===== config.mk =====
export PLATFORM = sky130hd
export DESIGN_NAME = serial_bit_source_flat
export DESIGN_NICKNAME = d
export VERILOG_FILES = /design/src/rtl/serial_bit_source_if.sv /design/src/rtl/serial_bit_source.sv /design/src/flat_wrapper.sv
export SDC_FILE = /design/constraint.sdc
export NUM_CORES = 1
export LEC_CHECK = 0
export ABC_AREA = 1
export BUFFER_PORTS_ARGS = -buffer_cell sky130_fd_sc_hd__buf_2
export CORE_MARGIN = 1
export CORE_UTILIZATION = 55
export DETAILED_ROUTE_END_ITERATION = 12
export PLACE_DENSITY = 0.77
export REMOVE_ABC_BUFFERS = 1
export SYNTH_ARGS = -nofsm -noshare
export SYNTH_HDL_FRONTEND = slang
export SYNTH_SLANG_ARGS = --single-unit

===== constraint.sdc =====
create_clock -name clk -period 2 [get_ports clk]
set_input_delay 0.4 -clock clk [delete_from_list [all_inputs] [get_ports clk]]
set_output_delay 0.4 -clock clk [all_outputs]
set_load 0.02 [all_outputs]

===== src/rtl/serial_bit_source_if.sv =====
// Parallel-word handshake and serial output bundle
// for the sequence-detector feeder.
interface serial_bit_source_if #(
  parameter int WIDTH = 8
);
  logic [WIDTH-1:0] din;
  logic             din_valid;
  logic             din_ready;
  logic             x;
  logic             x_valid;
  logic             frame_start;
  logic             frame_last;
  logic             busy;

  modport master (
    output din,
    output din_valid,
    input  din_ready,
    input  x,
    input  x_valid,
    input  frame_start,
    input  frame_last,
    input  busy
  );

  modport slave (
    input  din,
    input  din_valid,
    output din_ready,
    output x,
    output x_valid,
    output frame_start,
    output frame_last,
    output busy
  );
endinterface


===== src/rtl/serial_bit_source.sv =====
// Word-to-bit serializer feeding the detector FSM;
// a one-word holding register keeps frames gapless.
module serial_bit_source #(
  parameter int WIDTH     = 8,
  parameter bit MSB_FIRST = 1'b1,
  parameter bit IDLE_BIT  = 1'b0
) (
  input logic            clk,
  input logic            reset,
  serial_bit_source_if.slave bus
);

  localparam int CW = (WIDTH > 1) ? $clog2(WIDTH) : 1;
  localparam logic [CW-1:0] LAST = CW'(WIDTH - 1);

  typedef enum logic {
    IDLE,
    SHIFT
  } state_t;

  state_t st, st_n;

  logic [WIDTH-1:0] sreg, sreg_n;
  logic [WIDTH-1:0] hold, hold_n;
  logic             hold_full, hold_full_n;
  logic [CW-1:0]    cnt, cnt_n;

  logic accept;
  logic last_bit;

  logic x_q, x_n;
  logic xv_q, xv_n;
  logic fs_q, fs_n;
  logic fl_q, fl_n;
  logic busy_q, busy_n;

  function automatic logic head(
    input logic [WIDTH-1:0] w
  );
    return MSB_FIRST ? w[WIDTH-1] : w[0];
  endfunction

  function automatic logic [WIDTH-1:0] advance(
    input logic [WIDTH-1:0] w
  );
    if (MSB_FIRST)
      return {w[WIDTH-2:0], 1'b0};
    else
      return {1'b0, w[WIDTH-1:1]};
  endfunction

  assign bus.din_ready   = ~hold_full;
  assign bus.x           = x_q;
  assign bus.x_valid     = xv_q;
  assign bus.frame_start = fs_q;
  assign bus.frame_last  = fl_q;
  assign bus.busy        = busy_q;

  assign accept   = bus.din_valid & ~hold_full;
  assign last_bit = (st == SHIFT) && (cnt == LAST);

  always_ff @(posedge clk) begin
    if (reset) begin
      st        <= IDLE;
      sreg      <= '0;
      hold      <= '0;
      hold_full <= 1'b0;
      cnt       <= '0;
      x_q       <= IDLE_BIT;
      xv_q      <= 1'b0;
      fs_q      <= 1'b0;
      fl_q      <= 1'b0;
      busy_q    <= 1'b0;
    end else begin
      st        <= st_n;
      sreg      <= sreg_n;
      hold      <= hold_n;
      hold_full <= hold_full_n;
      cnt       <= cnt_n;
      x_q       <= x_n;
      xv_q      <= xv_n;
      fs_q      <= fs_n;
      fl_q      <= fl_n;
      busy_q    <= busy_n;
    end
  end

  always_comb begin
    st_n        = st;
    sreg_n      = sreg;
    hold_n      = hold;
    hold_full_n = hold_full;
    cnt_n       = cnt;
    unique case (st)
      IDLE: begin
        if (accept) begin
          st_n   = SHIFT;
          sreg_n = bus.din;
          cnt_n  = '0;
        end
      end
      SHIFT: begin
        if (last_bit) begin
          // Refill from hold first; din_ready is low then.
          if (hold_full) begin
            sreg_n      = hold;
            hold_full_n = 1'b0;
            cnt_n       = '0;
          end else if (accept) begin
            sreg_n = bus.din;
            cnt_n  = '0;
          end else begin
            st_n  = IDLE;
            cnt_n = '0;
          end
        end else begin
          sreg_n = advance(sreg);
          cnt_n  = cnt + CW'(1);
          if (accept) begin
            hold_n      = bus.din;
            hold_full_n = 1'b1;
          end
        end
      end
      default: begin
        st_n = IDLE;
      end
    endcase
  end

  // Outputs are registered from next-state values.
  always_comb begin
    x_n    = IDLE_BIT;
    xv_n   = 1'b0;
    fs_n   = 1'b0;
    fl_n   = 1'b0;
    busy_n = hold_full_n;
    if (st_n == SHIFT) begin
      x_n    = head(sreg_n);
      xv_n   = 1'b1;
      fs_n   = (cnt_n == '0);
      fl_n   = (cnt_n == LAST);
      busy_n = 1'b1;
    end
  end

endmodule


===== src/flat_wrapper.sv =====
// flat-port wrapper written by rule: the top's interface ports become plain ports
module serial_bit_source_flat 
#(
  parameter int WIDTH     = 8,
  parameter bit MSB_FIRST = 1'b1,
  parameter bit IDLE_BIT  = 1'b0
)
  (clk, reset, bus_din, bus_din_valid, bus_din_ready, bus_x, bus_x_valid, bus_frame_start, bus_frame_last, bus_busy);
  serial_bit_source_if #(.WIDTH(WIDTH)) bus_i ();
  input logic clk;
  input logic reset;
  input wire logic [$bits(bus_i.din)-1:0] bus_din;
  input wire logic [$bits(bus_i.din_valid)-1:0] bus_din_valid;
  output wire logic [$bits(bus_i.din_ready)-1:0] bus_din_ready;
  output wire logic [$bits(bus_i.x)-1:0] bus_x;
  output wire logic [$bits(bus_i.x_valid)-1:0] bus_x_valid;
  output wire logic [$bits(bus_i.frame_start)-1:0] bus_frame_start;
  output wire logic [$bits(bus_i.frame_last)-1:0] bus_frame_last;
  output wire logic [$bits(bus_i.busy)-1:0] bus_busy;
  assign bus_i.din = bus_din;
  assign bus_i.din_valid = bus_din_valid;
  assign bus_din_ready = bus_i.din_ready;
  assign bus_x = bus_i.x;
  assign bus_x_valid = bus_i.x_valid;
  assign bus_frame_start = bus_i.frame_start;
  assign bus_frame_last = bus_i.frame_last;
  assign bus_busy = bus_i.busy;
  serial_bit_source #(.WIDTH(WIDTH), .MSB_FIRST(MSB_FIRST), .IDLE_BIT(IDLE_BIT)) u_core (.clk(clk), .reset(reset), .bus(bus_i));
endmodule

==> flow_summary.ini, run 1 <==
[synth]
synth-adder-area-share = 0.0202
yosys.area_share.simple = 0.350
synth-compound-area-share = 0.115
synthCells = 180
synth_top_family_by_area = simple AND/OR/NAND/NOR gates
syn_area_per_cell_sq_um = 6.87
synthesis.area_sq_mm = 0.00124
yosys.area_share.xor_xnor = 0
synth_cell_type_count = 22
muxShareOfSynthArea = 0
synth-seq-cells = 25
synth_warnings = 0
ys_seq_area_frac = 0.404

[cts]
insertion_delay_ns = 0.32
cts_buffers = 3
cts_max_path_buffers = 2
post_cts_resized = 0
clkTransAtPathRegs_ns = 0.14
cts.sinks = 25
cts_root_buf = clkbuf_4
cts_tree = built
postCtsHoldBufs = 0
post-cts-setup-buffers = 0
htreeDepth = 1

[die]
die_h_um = 49.4
die-area_sq_mm = 0.00244
rows = 16
ios = 17
die_width_um = 49.4
initial_core_util = 0.606
core_sq_mm = 0.00204

[timing]
hold_ws_ns = 0.321
slew_viol_final = 0
period_minus_slack_ns = 1.57
max_freq_ghz = 0.638
slew-limit-headroom = 0.741
setup_violations = 0
rsz0062_at_grt = false
hold_viol = 0
skew_ns = 0.000970
setup_ws_ns = 0.433
finalCritPeriodShare = 0.783
worst_slew_pin_slew_ns = 0.387
setup_tns_ns = 0

[job]
maxCapViolCount = 0

[hold_path]
hp-class = in2reg

[critical_path]
required_ns = 2.23
cp-end-kind = flip-flop
path_cells = ha_1 > ha_1 > inv_2 > nand2_2 > nand2_1 > a21oi_1 > a21oi_1
start_kind = flip-flop
worstPathMaxFanout = 7
worst-setup-path-type = reg2reg
cp_top_family = adder cells
slowest_delay_ns = 0.41
crit_buf_inv = 1
slowest_stage = dfxtp_1
cp.arrival_ns = 1.79

[place]
numPortBuffers = 16
dp_hpwl_um = 2010
place_inst = 220
pre_cts_ws_ns = 0.453
place.gp.congestion = 0.834
place_area_sq_mm = 0.00133

[finish]
design_area_sq_mm = 0.00136
num_antenna_cells = 0
drive_gt1_frac = 0.188
final_net_count = 211
fillers = 207
synthToLayoutAreaGrowth_pct = 9.61
utilization = 0.664
final_common_cell = nand2_1
final_cell_mix = 40 x nand2_1, 32 x nor2_1, 25 x dfxtp_1, 23 x inv_1, 18 x a21oi_1
fin_cells = 224

[grt]
antenna_found_initial = 0
grt.overflow.total = 0
use_met1 = 0.297
grtUsageMet2 = 0.452
grt_pass1_vias = 1088
grt_max_degree = 15
met3_usage = 0.0312
grt_pass1_wl_um = 4660
grt_usage = 0.249
top_usage_layer = met2

[pwr]
power.share.combinational = 0.194
leakage_nw = 0.615
total_power_mw = 0.975
ir_worst_vdd_mv = 0.542
intPower_mw = 0.674
clkPwrFrac = 0.236
p_sw_mw = 0.301
seqPwrFrac = 0.571
p_sw_frac = 0.309
power.density_mw_per_mm2 = 719

[routing]
firstDrtPassIters = 4
detailroute.via_count = 1147
route.detailed.drc = 0
wl_per_cell_um = 11.8
viasPerCell = 5.12
routed_wl_um = 2650
ant_nets = 0
first_iter_violations = 29

[outcome]
status = finished, final reports clean
==> routing by layer <==
layer	part of all wire	wire length [um]
met1	0.45	1190
met2	0.49	1300
met3	0.041	110
met4	0.018	48
met5	0	0
==> synth_stat cells <==
cell type	number	share of area
a21oi_1	18	0.073
buf_4	2	0.012
buf_6	1	0.0091
clkbuf_1	1	0.0030
clkinv_4	1	0.0071
dfxtp_1	25	0.40
ha_1	2	0.020
inv_1	23	0.070
inv_2	3	0.0091
nand2_1	40	0.12
nand2_2	2	0.010
nand2_4	3	0.027
nand3_1	8	0.032
nand3_2	3	0.024
nand4_1	1	0.0051
nor2_1	32	0.097
nor2_2	2	0.010
nor2_4	2	0.018
nor3_1	1	0.0040
o21ai_0	6	0.024
o21ai_1	3	0.012
o31ai_1	1	0.0061
==> power by group through the flow <==
stage | combinational (mW) | sequential (mW) | clock, mW
final | 0.189 | 0.557 | 0.230
after global placement | 0.180 | 0.566 | 0
after floorplan | 0.119 | 0.576 | 0
after CTS | 0.189 | 0.557 | 0.235
after global routing | 0.212 | 0.562 | 0.248
after detailed placement | 0.188 | 0.568 | 0
==> worst paths after layout <==
path	depth (start not counted)	to	start	slack (ns)
hold / removal	3	u_core.hold[4]	bus_din[4]	0.32
setup / recovery	7	u_core.sreg[5]	u_core.cnt[0]	0.43
setup reg to reg	7	u_core.sreg[5]	u_core.cnt[0]	0.43
hold reg to reg	2	u_core.hold[2]	u_core.hold[2]	0.48
==> worst register-to-register path, stage by stage (launching register included) <==
cell and delay (ns):
dfxtp_1 0.41, ha_1 0.17, ha_1 0.30, inv_2 0.07, nand2_2 0.14, nand2_1 0.14, a21oi_1 0.16, a21oi_1 0.08
==> area by class of cell <==
cell class / count / area (sq um) / area share
tap: 27 / 33.8 / 0.0249
clock buffer: 3 / 22.5 / 0.0166
clock inverter: 1 / 5.00 / 0.00369
multi-input combinational: 124 / 601 / 0.443
timing repair buffer: 17 / 87.6 / 0.0646
sequential: 25 / 500 / 0.369
inverter: 27 / 106 / 0.0784
==> flip-flops by register name (all words and copies together) (netlist names) <==
signal and count:
u_core.hold_full 1, u_core.st 1, u_core.hold 8, u_core.bus.frame_last 1, u_core.bus.frame_start 1, u_core.bus.busy 1, u_core.bus.x 1, u_core.sreg 8
u_core.cnt 3
==> kinds of logic (layout without fill, tap and decap cells) <==
logic type,Yosys count,count (layout)
simple gates,94,94
flops,25,25
fa+ha+maj,2,2
compound gates,28,28
buf+inv,31,48
Note: power is estimated with default switching activity, not from simulation.
==> inputs of run 2 (changes only) <==
--- a/config.mk
+++ b/config.mk
@@ -8,9 +8,9 @@
 export ABC_AREA = 1
 export BUFFER_PORTS_ARGS = -buffer_cell sky130_fd_sc_hd__buf_2
 export CORE_MARGIN = 1
-export CORE_UTILIZATION = 55
+export CORE_UTILIZATION = 50
 export DETAILED_ROUTE_END_ITERATION = 12
-export PLACE_DENSITY = 0.77
+export PLACE_DENSITY = 0.74
 export REMOVE_ABC_BUFFERS = 1
 export SYNTH_ARGS = -nofsm -noshare
 export SYNTH_HDL_FRONTEND = slang
==> constraint.sdc (replaced) <==
create_clock -name clk -period 1.41 [get_ports clk]
set_input_delay 0.282 -clock clk [delete_from_list [all_inputs] [get_ports clk]]
set_output_delay 0.282 -clock clk [all_outputs]
set_load 0.02 [all_outputs]
==> flow_summary.ini, run 2 (synthesis gave the netlist of run 1 again) <==
[routing]
firstDrtPassIters = 5
wl_per_cell_um = 11.7
detailroute.via_count = 1171
first_iter_violations = 36
topRoutingLayerUsed = met4
m1WireLength_um = 1340
met2_length_um = 1310
routed_wl_um = 2730
ant_nets = 0
route.met3.wl_um = 56
viasPerCell = 5.03
route.detailed.drc = 0

[cts]
cts.sinks = 25
htreeDepth = 1
cts_tree = built
postCtsHoldBufs = 0
cts_max_path_buffers = 2
clkTransAtPathRegs_ns = 0.13
cts_buffers = 3
insertion_delay_ns = 0.31
cts_root_buf = clkbuf_4

[die]
die_width_um = 51.8
initial_core_util = 0.544
ios = 17
die_h_um = 51.8
die-area_sq_mm = 0.00268
core_sq_mm = 0.00228
rows = 17

[timing]
worst_slew_pin_slew_ns = 0.397
setup_ws_ns = 0.0283
skew_ns = 0.00308
slew-limit-headroom = 0.735
slew_viol_final = 0
period_minus_slack_ns = 1.38
max_freq_ghz = 0.724
finalCritPeriodShare = 0.980
setup_tns_ns = 0
setup_violations = 0
hold_viol = 0

[place]
pre_cts_ws_ns = -0.00606
place_inst = 226
dp_hpwl_um = 1940
numPortBuffers = 16
place.gp.congestion = 0.875

[critical_path]
slowest_delay_ns = 0.35
worst-setup-path-type = reg2reg
r2r-start = u_core.cnt[0]
r2r_cells = 7
slowest_stage = dfxtp_2
required_ns = 1.65
critPathMostFrequentCell = nor2_1
reg2reg_slack_ns = 0.03
path_cells = ha_2 > ha_4 > nor2_4 > nand2_4 > clkinv_4 > nor2_1 > nor2_1
critPathCapture = u_core.hold[0]
cp.arrival_ns = 1.62
worstPathMaxFanout = 8
start_kind = flip-flop
rr_endpoint = u_core.hold[0]
cp-end-kind = flip-flop
crit_path_start = u_core.cnt[0]

[pwr]
ir_worst_vdd_mv = 0.580
leakage_nw = 0.649
intPower_mw = 0.982
seqPwrFrac = 0.561
clkPwrFrac = 0.225
p_sw_mw = 0.427
power.density_mw_per_mm2 = 966
total_power_mw = 1.41
p_sw_frac = 0.303
power.share.combinational = 0.214

[finish]
final_cell_mix = 39 x nand2_1, 31 x nor2_1, 23 x inv_1, 22 x dfxtp_1
final_net_count = 219
utilization = 0.641
synthToLayoutAreaGrowth_pct = 17.9
fin_cells = 233
drive_gt1_frac = 0.263
top_regs = u_core.hold x8, u_core.sreg x8, u_core.cnt x3
register_area_sq_um = 507
num_antenna_cells = 0
final_common_cell = nand2_1
fillers = 207
multiInputGateArea_sq_um = 644

[hold_path]
whs_path_depth = 3
hp-start = bus_din[3]
hp-class = in2reg

[grt]
grt_pass1_wl_um = 4270
grt_max_degree = 14
grt_usage = 0.214
grt.overflow.total = 0
grt_pass1_vias = 978
antenna_found_initial = 0

[job]
maxCapViolCount = 0

[outcome]
status = finished, final reports clean
run 2: changes by cell type in the layout (fill, tap and decap cells not counted), moves of 2 or more:
cell / before / now
dfxtp_2: 0 / 2
ha_1: 2 / 0
a21oi_2: 0 / 2
a21oi_1: 18 / 16
dfxtp_1: 25 / 22
buf_4: 1 / 8
run 2: repair_timing:
item / in CTS / in global routing
cloned: 0 / 1
resized for setup: 3 / 11
setup buffers: 0 / 2
hold endpoints to repair: 0 / 0
pin swaps: 1 / 3
setup endpoints to repair: 11 / 15
run 2: area by class of cell:
cell class,count,area share
Multi-Input combinational cell,125,0.442
Sequential cell,25,0.347
Timing Repair Buffer,24,0.0961
Inverter,27,0.0729
Tap cell,28,0.0240
Clock buffer,4,0.0180
run 2: critical path: cells and delay by family, from the launching register on:
| family | cells | cell delay [ns] |
|---|---|---|
| fa+ha+maj | 2 | 0.37 |
| buf+inv | 1 | 0.10 |
| flops | 1 | 0.35 |
| simple gates | 4 | 0.50 |
run 2: worst min path at each step:
stage / slack (ns) / to
after floorplan: 0.35 / u_core.cnt[2]
after global routing: 0.21 / u_core.hold[3]
after global placement: 0.45 / u_core.hold[2]
final: 0.21 / u_core.hold[3]
after CTS: 0.20 / u_core.hold[3]
after detailed placement: 0.46 / u_core.hold[3]
run 2: per-layer routing:
metal  up-vias  GRT usage
li1        613          -
met4         0     0.0766
met2        20      0.340
met1       534      0.297
met3         4     0.0263
met5         -          0
run 2: per-stage QoR:
| stage | cell area [sq um] | hold WS [ns] |
|---|---|---|
| 3_5_place_dp | 1370 | 0.463 |
| 5_1_grt | 1460 | 0.205 |
| 4_1_cts | 1400 | 0.199 |
| 6_report | 1460 | 0.208 |
| 2_1_floorplan | 1210 | 0.351 |
| 3_3_place_gp | 1370 | 0.454 |
run 2: power by group through the flow:
| stage | Combinational [mW] | Sequential [mW] | Clock, mW |
|---|---|---|---|
| global route | 0.341 | 0.796 | 0.349 |
| floorplan | 0.168 | 0.816 | 0 |
| finish | 0.302 | 0.790 | 0.317 |
| global placement | 0.273 | 0.800 | 0 |
| detailed placement | 0.279 | 0.804 | 0 |
| CTS | 0.281 | 0.789 | 0.326 |
